--- src/rtl/tool_select.sv ---
// Debounces the colour / width-up / width-down buttons, accumulates edits in
// pending registers and commits them to the sidebar only on frame boundaries.
module tool_select #(
  parameter int unsigned DEBOUNCE_CYCLES = 371250,
  parameter int unsigned NUM_COLORS      = 9,
  parameter int unsigned MIN_WIDTH       = 1,
  parameter int unsigned MAX_WIDTH       = 7,
  parameter int unsigned RESET_COLOR     = 1,
  parameter int unsigned RESET_WIDTH     = 1
) (
  input  logic       clk_in,
  input  logic       rst_in,
  input  logic       btn_color_in,
  input  logic       btn_width_up_in,
  input  logic       btn_width_dn_in,
  input  logic       new_frame_in,
  output logic [3:0] cursor_color_out,
  output logic [2:0] stroke_width_out,
  output logic       changed_out
);

  localparam int unsigned CTR_W = $clog2(DEBOUNCE_CYCLES + 1);
  localparam logic [CTR_W-1:0] CTR_LAST    = CTR_W'(DEBOUNCE_CYCLES - 1);
  localparam logic [3:0]       COLOR_LAST  = 4'(NUM_COLORS - 1);
  localparam logic [3:0]       COLOR_RST   = 4'(RESET_COLOR);
  localparam logic [2:0]       WIDTH_MIN   = 3'(MIN_WIDTH);
  localparam logic [2:0]       WIDTH_MAX   = 3'(MAX_WIDTH);
  localparam logic [2:0]       WIDTH_RST   = 3'(RESET_WIDTH);

  // Bit 0 colour, bit 1 width-up, bit 2 width-down.
  logic [2:0] raw;
  assign raw = {btn_width_dn_in, btn_width_up_in, btn_color_in};

  logic [2:0]       sync1_q, sync1_d;
  logic [2:0]       sync2_q, sync2_d;
  logic [2:0]       stable_q, stable_d;
  logic [2:0]       stable_dly_q, stable_dly_d;
  logic [2:0]       press_q, press_d;
  logic [CTR_W-1:0] ctr_q [3];
  logic [CTR_W-1:0] ctr_d [3];

  logic [3:0] pend_color_q, pend_color_d;
  logic [2:0] pend_width_q, pend_width_d;
  logic [3:0] color_q, color_d;
  logic [2:0] width_q, width_d;
  logic       changed_q, changed_d;

  always_comb begin
    sync1_d      = raw;
    sync2_d      = sync1_q;
    stable_d     = stable_q;
    stable_dly_d = stable_q;
    press_d      = stable_q & ~stable_dly_q;
    for (int unsigned i = 0; i < 3; i++) begin
      ctr_d[i] = '0;
      if (sync2_q[i] != stable_q[i]) begin
        if (ctr_q[i] == CTR_LAST) begin
          stable_d[i] = sync2_q[i];
        end else begin
          ctr_d[i] = ctr_q[i] + 1'b1;
        end
      end
    end
  end

  always_comb begin
    pend_color_d = pend_color_q;
    pend_width_d = pend_width_q;
    if (press_q[0]) begin
      pend_color_d = (pend_color_q == COLOR_LAST) ? '0 : pend_color_q + 4'd1;
    end
    // Simultaneous up and down cancel; each direction saturates at its limit.
    unique case (press_q[2:1])
      2'b01:   if (pend_width_q < WIDTH_MAX) pend_width_d = pend_width_q + 3'd1;
      2'b10:   if (pend_width_q > WIDTH_MIN) pend_width_d = pend_width_q - 3'd1;
      default: pend_width_d = pend_width_q;
    endcase
  end

  // Commit samples the pending registers as they stood before this edge, so
  // an edit landing on the frame cycle waits for the next frame.
  always_comb begin
    color_d   = color_q;
    width_d   = width_q;
    changed_d = 1'b0;
    if (new_frame_in) begin
      color_d   = pend_color_q;
      width_d   = pend_width_q;
      changed_d = (pend_color_q != color_q) || (pend_width_q != width_q);
    end
  end

  always_ff @(posedge clk_in) begin
    if (rst_in) begin
      sync1_q      <= '0;
      sync2_q      <= '0;
      stable_q     <= '0;
      stable_dly_q <= '0;
      press_q      <= '0;
      for (int unsigned i = 0; i < 3; i++) ctr_q[i] <= '0;
      pend_color_q <= COLOR_RST;
      pend_width_q <= WIDTH_RST;
      color_q      <= COLOR_RST;
      width_q      <= WIDTH_RST;
      changed_q    <= 1'b0;
    end else begin
      sync1_q      <= sync1_d;
      sync2_q      <= sync2_d;
      stable_q     <= stable_d;
      stable_dly_q <= stable_dly_d;
      press_q      <= press_d;
      for (int unsigned i = 0; i < 3; i++) ctr_q[i] <= ctr_d[i];
      pend_color_q <= pend_color_d;
      pend_width_q <= pend_width_d;
      color_q      <= color_d;
      width_q      <= width_d;
      changed_q    <= changed_d;
    end
  end

  assign cursor_color_out = color_q;
  assign stroke_width_out = width_q;
  assign changed_out      = changed_q;

endmodule

--- config.mk ---
export PLATFORM = sky130hd
export DESIGN_NAME = tool_select
export DESIGN_NICKNAME = d
export VERILOG_FILES = /design/src/rtl/tool_select.sv
export SDC_FILE = /design/constraint.sdc
export NUM_CORES = 1
export LEC_CHECK = 0
export ABC_AREA = 0
export CAP_MARGIN = 15
export CORE_ASPECT_RATIO = 0.9
export CORE_UTILIZATION = 45
export CTS_BUF_LIST = sky130_fd_sc_hd__clkbuf_4
export DETAILED_ROUTE_END_ITERATION = 8
export DONT_BUFFER_PORTS = 1
export GPL_ROUTABILITY_DRIVEN = 0
export PLACE_DENSITY = 0.71
export SLEW_MARGIN = 10
export SYNTH_ARGS = -nofsm -noshare
export SYNTH_HDL_FRONTEND = slang
export SYNTH_SLANG_ARGS = --single-unit
--- constraint.sdc ---
create_clock -name clk_in -period 2.42 [get_ports clk_in]
set_input_delay 0.242 -clock clk_in [delete_from_list [all_inputs] [get_ports clk_in]]
set_output_delay 0.242 -clock clk_in [all_outputs]
set_load 0.005 [all_outputs]
==> summary.txt, run 1 <==
Outcome
  • Status: finished clean

Timing
  • Hold Slack: 0.03596 ns
  • RSZ-0062 raised after global routing: false
  • Final worst-path cycle share: 83.79%
  • Layout Skew: between 0.02 and 0.03 ns
  • Final Slew Violations: 0
  • Slew HR: 36.30%
  • Fin. Hold Viols: 0
  • Setup TNS Final: 0 ns
  • Final setup vio count: 0
  • Fmax: 0.4931 GHz
  • Least-Margin Pin Slew: 0.9524 ns
  • Minimum clock period: 2.028 ns

Critical path
  • Worst-path maximum fanout: 7
  • R2R Path Start: ctr_q[0][38]
  • R2r endpoint: ctr_q[0][43]
  • Kind of critical path: reg -> reg
  • Crit. End Element: flip-flop
  • CP startpoint kind: flip-flop
  • Register-to-register setup slack: 0.39 ns
  • CP Data Required Time: ~2.8 ns
  • Critical path arrival: between 2 and 2.5 ns
  • Reg2reg path depth: 6

GRT
  • Initial antenna violation count: 0
  • Largest net degree at the start of global routing: 29
  • GR Util met3: 6.159%
  • GRT overflow: 0
  • Vias in the first global route: roughly 2.7k
  • M2 GR Usage: 26.77%
  • Most used routing layer: met2
  • Global Route Usage Sum: roughly 16%
  • Met1 usage: a little under 20%
  • First-pass GRT wire length: about 12 mm

Place
  • Post-Place Cells: 547
  • DP Area: roughly 4100 um2
  • Detailed Place HPWL: between 4 and 5 mm
  • Buffers added on ports: 0

Min path
  • Worst Hold Class: in -> reg
  • Hold path endpoint: ctr_q[0][55]
  • Hold_sp: rst_in
  • WHS Path Cells: 3

Cells and area
  • Share of layout cells above drive strength 1: 6.444%
  • Cell area after layout: 4318 um2
  • # nets final: 464
  • Final Non-Filler Cells: 569
  • Fillers: 820
  • Syn-to-layout area delta: 9.036%
  • Diode count: 0

Yosys
  • Syn avg cell area: 9.125 um2
  • Post-synth EDFFs: 0
  • Post-synthesis compound-gate area fraction: approximately 5.5%
  • Synth Net Count: 453
  • Netlist cell types: 43
  • Yosys reg bits: 87
  • Post-synth top area cell: dfxtp_1
  • Multiplexer share of the synthesized area: under 10%
  • Synth top area share: 43.98%
  • XOR/XNOR Fraction of Synth Area: about an eighth
  • Mapped Area: a little under 4000 um2
  • Cells after synthesis: around 430
  • Largest family of logic cells by synthesized area: simple AND/OR/NAND/NOR gates
  • Synth Area in Adders: a little over 4%
  • Sequential area share after synthesis: a little over two fifths
  • Ys flop type: dfxtp_1
  • Synth top area cells: dfxtp_1, xnor2_1, nor2_1
  • Syn. warnings: 0
  • Share of flip-flops with an asynchronous set or reset: 0%
  • Simple-gate share of the synthesized area: 27.90%

Detailed routing
  • DRT Pass-1 Iters: 4
  • Routed wire length: 6.895 mm
  • Initial detailed-routing violation count: between 100 and 150
  • Vias per inst: just over 5
  • Remaining DRCs: 0
  • Routed Antenna Nets: 0
  • Drt wl/cell: 12.12 um
  • DR vias: 2954

Die
  • Core area: about 8600 um2
  • Std cell rows: 32
  • Top Ports: 14
  • Die area: 9180 um2
  • Die width: 100.9 um
  • Starting Density: 46.22%
  • Die Y: 91.00 um

Clock tree
  • CTS Buffer Depth: 2
  • Clk_lat worst skew: 0.46 ns
  • # H-tree levels: 3
  • Reg clk slew, reported paths: 0.14 ns
  • Post-CTS resize count: 0
  • Root buffer cell: clkbuf_4
  • CTS buffer count: 9
  • Clock sink count: 87
  • CTS tree: yes

Pwr
  • LEAKAGE: 0.001326 uW
  • Max VDD drop: 0.2660 mV
  • P per Cell Area: 570.8 nW/um2

Run
  • Max-Cap Viols: 0
## worst max-delay path by stage
stage | from | to | slack (ns) | cells after the start
6_report | ctr_q[0][38] | ctr_q[0][43] | 0.39 | 6
5_1_grt | ctr_q[0][38] | ctr_q[0][43] | 0.26 | 6
4_1_cts | ctr_q[0][38] | ctr_q[0][43] | 0.38 | 6
3_5_place_dp | ctr_q[0][38] | ctr_q[0][51] | 0.44 | 6
3_3_place_gp | ctr_q[0][38] | ctr_q[0][42] | 0.52 | 6
2_1_floorplan | ctr_q[0][19] | ctr_q[0][37] | 0.64 | 5
## power breakdown
group	internal (uW)	leakage (uW)	switching [uW]
sequential	1440	0.000703	5.93
clock	441	0.0000918	532
combinational	21.5	0.000531	22.8
## metal layers
| layer | wire (um) | vias up | part of all wire, % |
|---|---|---|---|
| met5 | 0 | - | 0 |
| met2 | 3189 | 46 | 46 |
| li1 | - | 1526 | - |
| met3 | 355 | 10 | 5.1 |
| met1 | 3279 | 1372 | 48 |
| met4 | 71 | 0 | 1.0 |
## state kept, by name (all words and copies together) (netlist names), 3 cells and up
| register | cells |
|---|---|
| sync1_q | 3 |
| stroke_width_out | 3 |
| ctr_q | 57 |
| press_q | 3 |
| sync2_q | 3 |
| stable_dly_d | 3 |
| stable_dly_q | 3 |
| cursor_color_out | 4 |
| pend_width_q | 3 |
| pend_color_q | 4 |
## cell families (layout without fill, tap and decap cells)
kind of cell	after synthesis	in the layout
AND/OR/NAND/NOR	209	209
adder cells (fa/ha/maj)	13	13
multiplexers	10	10
buffers and inverters	31	47
XOR/XNOR	56	56
flip-flops	87	87
AO/OA/AOI/OAI	28	28
## repair_timing
item                                   CTS  global route
buffers inserted                         0             0
endpoints found under the hold margin   31             0
hold buffers                             6             0
## placed cells by master, fill, tap and decap left out, drive strengths merged, types with 2 or more instances in the layout
cell	Yosys	final
buf	4	4
dlygate4sd3	0	6
nor4bb	4	4
nand4	16	16
xor2	8	8
xnor2	48	48
and3	6	6
ha	13	13
nand2	19	19
nor4b	3	3
nor4	24	24
nand3	20	20
inv	21	24
nor2	79	79
mux2i	9	9
nor3	14	14
a211o	2	2
o41ai	4	4
o21bai	2	2
nor2b	10	10
nor3b	2	2
clkbuf	6	9
or4	2	2
dfxtp	87	87
a21oi	7	7
o21ai	9	9
nand2b	4	4
bufinv	0	2
## Yosys cell counts (all sizes together) (4+ instances only)
| library cell | instances |
|---|---|
| nor2 | 79 |
| o21ai | 9 |
| xnor2 | 48 |
| mux2i | 9 |
| a21oi | 7 |
| o41ai | 4 |
| nand2b | 4 |
| nor3 | 14 |
| and3 | 6 |
| nand4 | 16 |
| clkbuf | 6 |
| xor2 | 8 |
| ha | 13 |
| nand2 | 19 |
| nor4bb | 4 |
| nand3 | 20 |
| dfxtp | 87 |
| buf | 4 |
| nor4 | 24 |
| inv | 21 |
| nor2b | 10 |
## worst max-delay path, cell delays in order (launching register included)
cell and delay, ns:
dfxtp_1 0.44, ha_1 0.18, nor4bb_1 0.23, nand3_1 0.20, o41ai_4 0.59, buf_4 0.23, nor2_1 0.05
## final cells by class
cell class              instances  area [um2]  area share [%]
clock buffers                   9       67.56           1.565
clock inverters                 7       112.6           2.608
inverters                      21       78.83           1.826
multi-input cells             316        2078           48.13
flip-flops and latches         87        1742           40.34
well taps                     119       148.9           3.448
repair buffers                 10       90.09           2.086
## through the flow
stage                     utilization, %  worst slack (ns)  total power [uW]
final                              50.39            0.3922              2465
after CTS                          50.39            0.3758              2502
after global routing               50.39            0.2564              2566
after floorplan                        -            0.6427              1510
after detailed placement           47.59            0.4358              1507
after global placement             47.59            0.5211              1506
Note: power is estimated with default switching activity, not from simulation.
==> run 2, diff against run 1 <==
PLACE_DENSITY = 0.73   (was 0.71)
clock period = 1.8 ns   (was 2.42 ns; I/O delays follow)
==> summary.txt, run 2 (synthesis results as in run 1) <==
Timing
  • Hold Slack: between 0.3 and 0.4 ns
  • Layout Skew: 0.02308 ns
  • Final Slew Violations: 0
  • Final worst-path cycle share: 95.37%
  • RSZ-0062 raised after global routing: false
  • Final setup vio count: 0
  • Fmax: 0.5825 GHz
  • Minimum clock period: roughly 1.7 ns
  • Least-Margin Pin Slew: ~1.0 ns
  • Slew HR: between 30% and 40%
  • Fin. Hold Viols: 0

Pwr
  • LEAKAGE: 0.001400 uW
  • Max VDD drop: 0.2843 mV
  • P per Cell Area: 664.8 nW/um2

Clock tree
  • Clk_lat worst skew: 0.42 ns
  • Reg clk slew, reported paths: 0.13 ns
  • Post-CTS Setup Inserts: 0
  • Root buffer cell: clkbuf_4
  • # H-tree levels: 3
  • CTS buffer count: 9
  • Clock sink count: 87
  • CTS tree: yes
  • CTS Buffer Depth: 2

Place
  • DP Area: roughly 4200 um2
  • Buffers added on ports: 0
  • Detailed Place HPWL: between 5 and 6 mm

Run
  • Max-Cap Viols: 0

Critical path
  • Crit. End Element: flip-flop
  • Reg2reg path depth: 5
  • Critical path arrival: 2.07 ns
  • CP startpoint kind: flip-flop
  • Register-to-register setup slack: 0.08 ns
  • Worst-path maximum fanout: 4
  • CP Data Required Time: 2.16 ns
  • Kind of critical path: reg -> reg
  • R2R Path Start: ctr_q[0][20]
  • R2r endpoint: ctr_q[0][37]

GRT
  • GRT overflow: 0
  • Initial antenna violation count: 0
  • Vias in the first global route: around 2.8k
  • First-pass GRT wire length: 12.45 mm
  • Global Route Usage Sum: 16.84%
  • Largest net degree at the start of global routing: 31

Detailed routing
  • Vias per inst: 5.165
  • Routed Antenna Nets: 0
  • Initial detailed-routing violation count: 88
  • DR vias: roughly 3.0k
  • Drt wl/cell: 12.17 um
  • Routed wire length: 7.141 mm
  • DRT Pass-1 Iters: 4
  • Remaining DRCs: 0

Die
  • Std cell rows: 32
  • Die width: 100.9 um
  • Core area: 8568 um2
  • Starting Density: a little under half
  • Top Ports: 14
  • Die Y: 91.00 um
  • Die area: about 9200 um2

Cells and area
  • Most common cell after layout, fill and taps aside: dfxtp_1
  • Share of layout cells above drive strength 1: 12.61%
  • Syn-to-layout area delta: 12.89%
  • Most frequent cells in the layout: dfxtp_1, nor2_1, xnor2_1, nor4_1, inv_1
  • # nets final: 482
  • Diode count: 0
  • Reg with most FFs: ctr_q
  • Largest register FFs: between 50 and 60
  • Cell area after layout: 4471 um2

Min path
  • WHS Path Cells: 1
  • Hold path endpoint: press_q[2]
  • Hold_sp: stable_dly_q[2]
  • Worst Hold Class: reg -> reg

Outcome
  • Status: finished clean
-- run 2: cell count changes in the layout (fill, tap and decap cells not counted), moves of 2 or more --
cell / previous run / this run
dfxtp_2: 0 / 5
nor4bb_2: 0 / 3
buf_6: 0 / 2
buf_4: 4 / 19
dfxtp_1: 87 / 82
nor4bb_1: 4 / 1
clkinvlp_4: 1 / 3
bufinv_16: 2 / 0
-- run 2: how the worst max path moves through the flow --
stage	endpoint	depth (start not counted)	startpoint	slack (ns)
3_5_place_dp	ctr_q[0][37]	5	ctr_q[0][20]	-0.01
3_3_place_gp	ctr_q[0][37]	5	ctr_q[0][20]	0.07
5_1_grt	ctr_q[0][56]	6	ctr_q[0][38]	0.004
2_1_floorplan	ctr_q[0][37]	5	ctr_q[0][19]	0.02
6_report	ctr_q[0][37]	5	ctr_q[0][20]	0.08
4_1_cts	ctr_q[0][40]	7	ctr_q[0][39]	0.004
-- run 2: per-layer routing --
layer | GRT usage [%] | up-vias | wire, um
li1 | - | 1549 | -
met1 | 21.10 | 1405 | 3421
met2 | 27.11 | 63 | 3298
met3 | 4.927 | 15 | 287
met4 | 6.522 | 0 | 134
met5 | 0 | - | 0
-- run 2: report_power, final --
part | switching, uW | total, uW | internal, uW
sequential | 7.19 | 1940 | 1940
clock | 654 | 960 | 306
combinational | 33.8 | 67.6 | 33.8
total | 695 | 2970 | 2280
-- run 2: cell type report --
| class | instances | area, um2 |
|---|---|---|
| clock buffers | 10 | 75.07 |
| clock inverters | 6 | 45.04 |
| fillers | 795 | 4098 |
| inverters | 21 | 78.83 |
| multi-input cells | 316 | 2127 |
| flip-flops and latches | 87 | 1748 |
| well taps | 119 | 148.9 |
| repair buffers | 28 | 247.7 |
-- run 2: what timing repair did --
action                                  in CTS  in global routing
resized for setup                            2                 14
hold buffers                                 6                  0
endpoints found under the setup margin       1                 31
pin swaps                                    0                  2
hold endpoints to repair                    34                  0
-- run 2: worst max-delay path, cell delays in order (launching register included) --
cell and delay [ns]:
dfxtp_2 0.39, ha_4 0.16, nand3_4 0.06, or4_1 0.54, or3_1 0.36, a21oi_1 0.14
-- run 2: stage by stage --
stage,setup WS [ns],total power (uW),TNS (ns),util [%],cells
final,0.08337,2972,0,52.18,587
after global placement,0.06894,2029,0,49.31,565
after detailed placement,-0.01091,2032,-0.01091,49.31,565
after CTS,0.003900,3022,0,51.46,587
after floorplan,0.02271,2030,0,-,434
after global routing,0.004123,3118,0,52.18,587
==> run 3, diff against run 2 <==
ABC_AREA = 1   (was 0)
==> summary.txt, run 3 <==
Critical path
  • CP startpoint kind: flip-flop
  • Max incr delay on CP: around 0.47 ns
  • Worst-path maximum fanout: 16
  • Critical path arrival: 1.86 ns
  • CP Data Required Time: between 2 and 2.5 ns
  • Cell mode on critical path: nand2_1
  • Crit. End Element: flip-flop
  • Kind of critical path: reg -> reg
  • CP max-delay cell: dfxtp_1
  • Cell Chain, Critical Path: ha_1, nand2_1, inv_1, nand2_1, nor2_1, nand2_1, nand2_2, a21oi_1

Pwr
  • LEAKAGE: 0.001479 uW
  • P per Cell Area: 697.9 nW/um2
  • Max VDD drop: 0.3239 mV

GRT
  • First-pass GRT wire length: 13.94 mm
  • Initial antenna violation count: 0
  • Global Route Usage Sum: approximately 17%
  • Largest net degree at the start of global routing: 20
  • GRT overflow: 0
  • Vias in the first global route: 3284

Yosys
  • Syn avg cell area: between 6 and 7 um2
  • Synth top area cells: dfxtp_1, nand2_1, nor2_1
  • Synth Net Count: 624
  • Most common cell in the netlist: nand2_1
  • Mapped Area: 4204 um2
  • Ys flop type: dfxtp_1
  • Yosys reg bits: 87
  • Syn. warnings: 0
  • Sequential area share after synthesis: 41.43%
  • Post-synth top area cell: dfxtp_1
  • Cells after synthesis: 605
  • Share of flip-flops with an asynchronous set or reset: 0%
  • Top cells by count, synth: nand2_1, nor2_1, dfxtp_1
  • Netlist cell types: 27
  • Post-synth EDFFs: 0
  • Synth top area share: 41.43%

Run
  • Max-Cap Viols: 0

Timing
  • Fmax: around 0.64 GHz
  • Final worst-path cycle share: 86.39%
  • Setup TNS Final: 0 ns
  • Least-Margin Pin Slew: 0.5272 ns
  • Final setup vio count: 0
  • Minimum clock period: about 1.6 ns
  • Layout Skew: 0.01528 ns
  • Final Slew Violations: 0
  • Slew HR: 64.86%
  • RSZ-0062 raised after global routing: false
  • Fin. Hold Viols: 0

Cells and area
  • Diode count: 0
  • Final Non-Filler Cells: roughly 740
  • Most common cell after layout, fill and taps aside: nand2_1
  • Reg area: 1742 um2
  • Most frequent cells in the layout: nand2_1, nor2_1, dfxtp_1, inv_1, a21oi_1
  • Multi-input gate area: between 2000 and 2500 um2
  • Fillers: 904
  • Syn-to-layout area delta: 7.054%
  • # nets final: 633
  • Largest register FFs: 57
  • Share of layout cells above drive strength 1: approximately 4.8%
  • Reg with most FFs: ctr_q

Detailed routing
  • Routed Antenna Nets: 0
  • Routed wire length: 7.818 mm
  • Vias per inst: between 4 and 5
  • Remaining DRCs: 0
  • DR vias: 3557
  • Drt wl/cell: 10.55 um
  • DRT Pass-1 Iters: 4
  • Initial detailed-routing violation count: 162

Outcome
  • Status: finished clean

Clock tree
  • CTS Buffer Depth: 2
  • Reg clk slew, reported paths: 0.14 ns
  • Root buffer cell: clkbuf_4
  • Post-CTS Setup Inserts: 0
  • CTS tree: yes
  • # H-tree levels: 3
  • Clk_lat worst skew: 0.43 ns
  • Clock sink count: 87
  • CTS buffer count: 9

Die
  • Die Y: 93.70 um
  • Die width: ~100 um
  • Starting Density: between 40% and 50%
  • Core area: 9084 um2
  • Top Ports: 14
  • Die area: 9734 um2
  • Std cell rows: 33

Place
  • Detailed Place HPWL: 5.822 mm
  • Buffers added on ports: 0
  • Post-Place Cells: 720

Min path
  • Worst Hold Class: in -> reg
==> run 3: changes by cell type in the layout (fill, tap and decap cells not counted), sizes merged, moves of 8 or more <==
cell	change
a21oi	+31
buf	-22
nor2	+61
nor4	-24
inv	+39
or2	+8
mux2i	-9
nor2b	-10
xnor2	-31
nand3	+15
o21ai	+9
nand2	+122
==> run 3: worst paths after layout <==
kind / start / end / slack [ns] / cells past startpoint
max: ctr_q[0][38] / ctr_q[0][50] / 0.25 / 8
min: rst_in / stable_dly_q[2] / 0.32 / 2
max reg2reg: ctr_q[0][38] / ctr_q[0][50] / 0.25 / 8
min reg2reg: stable_dly_q[1] / press_q[1] / 0.40 / 1
==> run 3: repair_timing <==
| action | CTS | global route |
|---|---|---|
| resized for setup | 0 | 2 |
| setup endpoints to repair | 0 | 5 |
| hold endpoints to repair | 23 | 0 |
| hold buffers | 5 | 0 |
==> run 3: worst max-delay path: cells and delay by family (launching register included) <==
| kind | cells | cell delay [ns] |
|---|---|---|
| buf+inv | 1 | 0.05 |
| simple gates | 5 | 0.63 |
| flops | 1 | 0.47 |
| compound gates | 1 | 0.10 |
| fa+ha+maj | 1 | 0.19 |
==> run 3: power breakdown <==
part	switching (uW)	internal [uW]	total, uW
clock network	684	426	1110
logic	44.6	27.8	72.3
registers	14.8	1940	1960
total	744	2400	3140
==> run 3: metal layers <==
metal / track usage [%] / share of wire (%)
met1: 21.50 / 50
met2: 29.72 / 46
met3: 4.438 / 2.7
met4: 5.119 / 1.5
met5: 0 / 0
==> run 3: cell type report <==
| class | instances | area share, % |
|---|---|---|
| Inverter | 62 | 5.199 |
| Tap cell | 122 | 3.392 |
| Clock inverter | 7 | 1.612 |
| Sequential cell | 87 | 38.70 |
| Timing Repair Buffer | 5 | 1.168 |
| Multi-Input combinational cell | 449 | 48.43 |
| Clock buffer | 9 | 1.501 |
==> run 3: cell families after synthesis <==
family	share of synthesized area, %
simple gates	34.29
flops	41.43
buf+inv	6.726
fa+ha+maj	3.869
compound gates	7.649
xor+xnor	6.042
==> run 3: through the flow <==
step	hold WS, ns	instance area, um2	util (%)	setup WS, ns	total power (uW)
finish	0.3182	4501	49.55	0.2450	3141
global route	0.3306	4501	49.55	0.05626	3277
CTS	0.3808	4497	49.50	0.1168	3176
detailed placement	0.2542	4307	47.41	0.2827	2058
global placement	0.2526	4307	47.41	0.3274	2055
floorplan	0.2568	4204	-	0.4509	2051
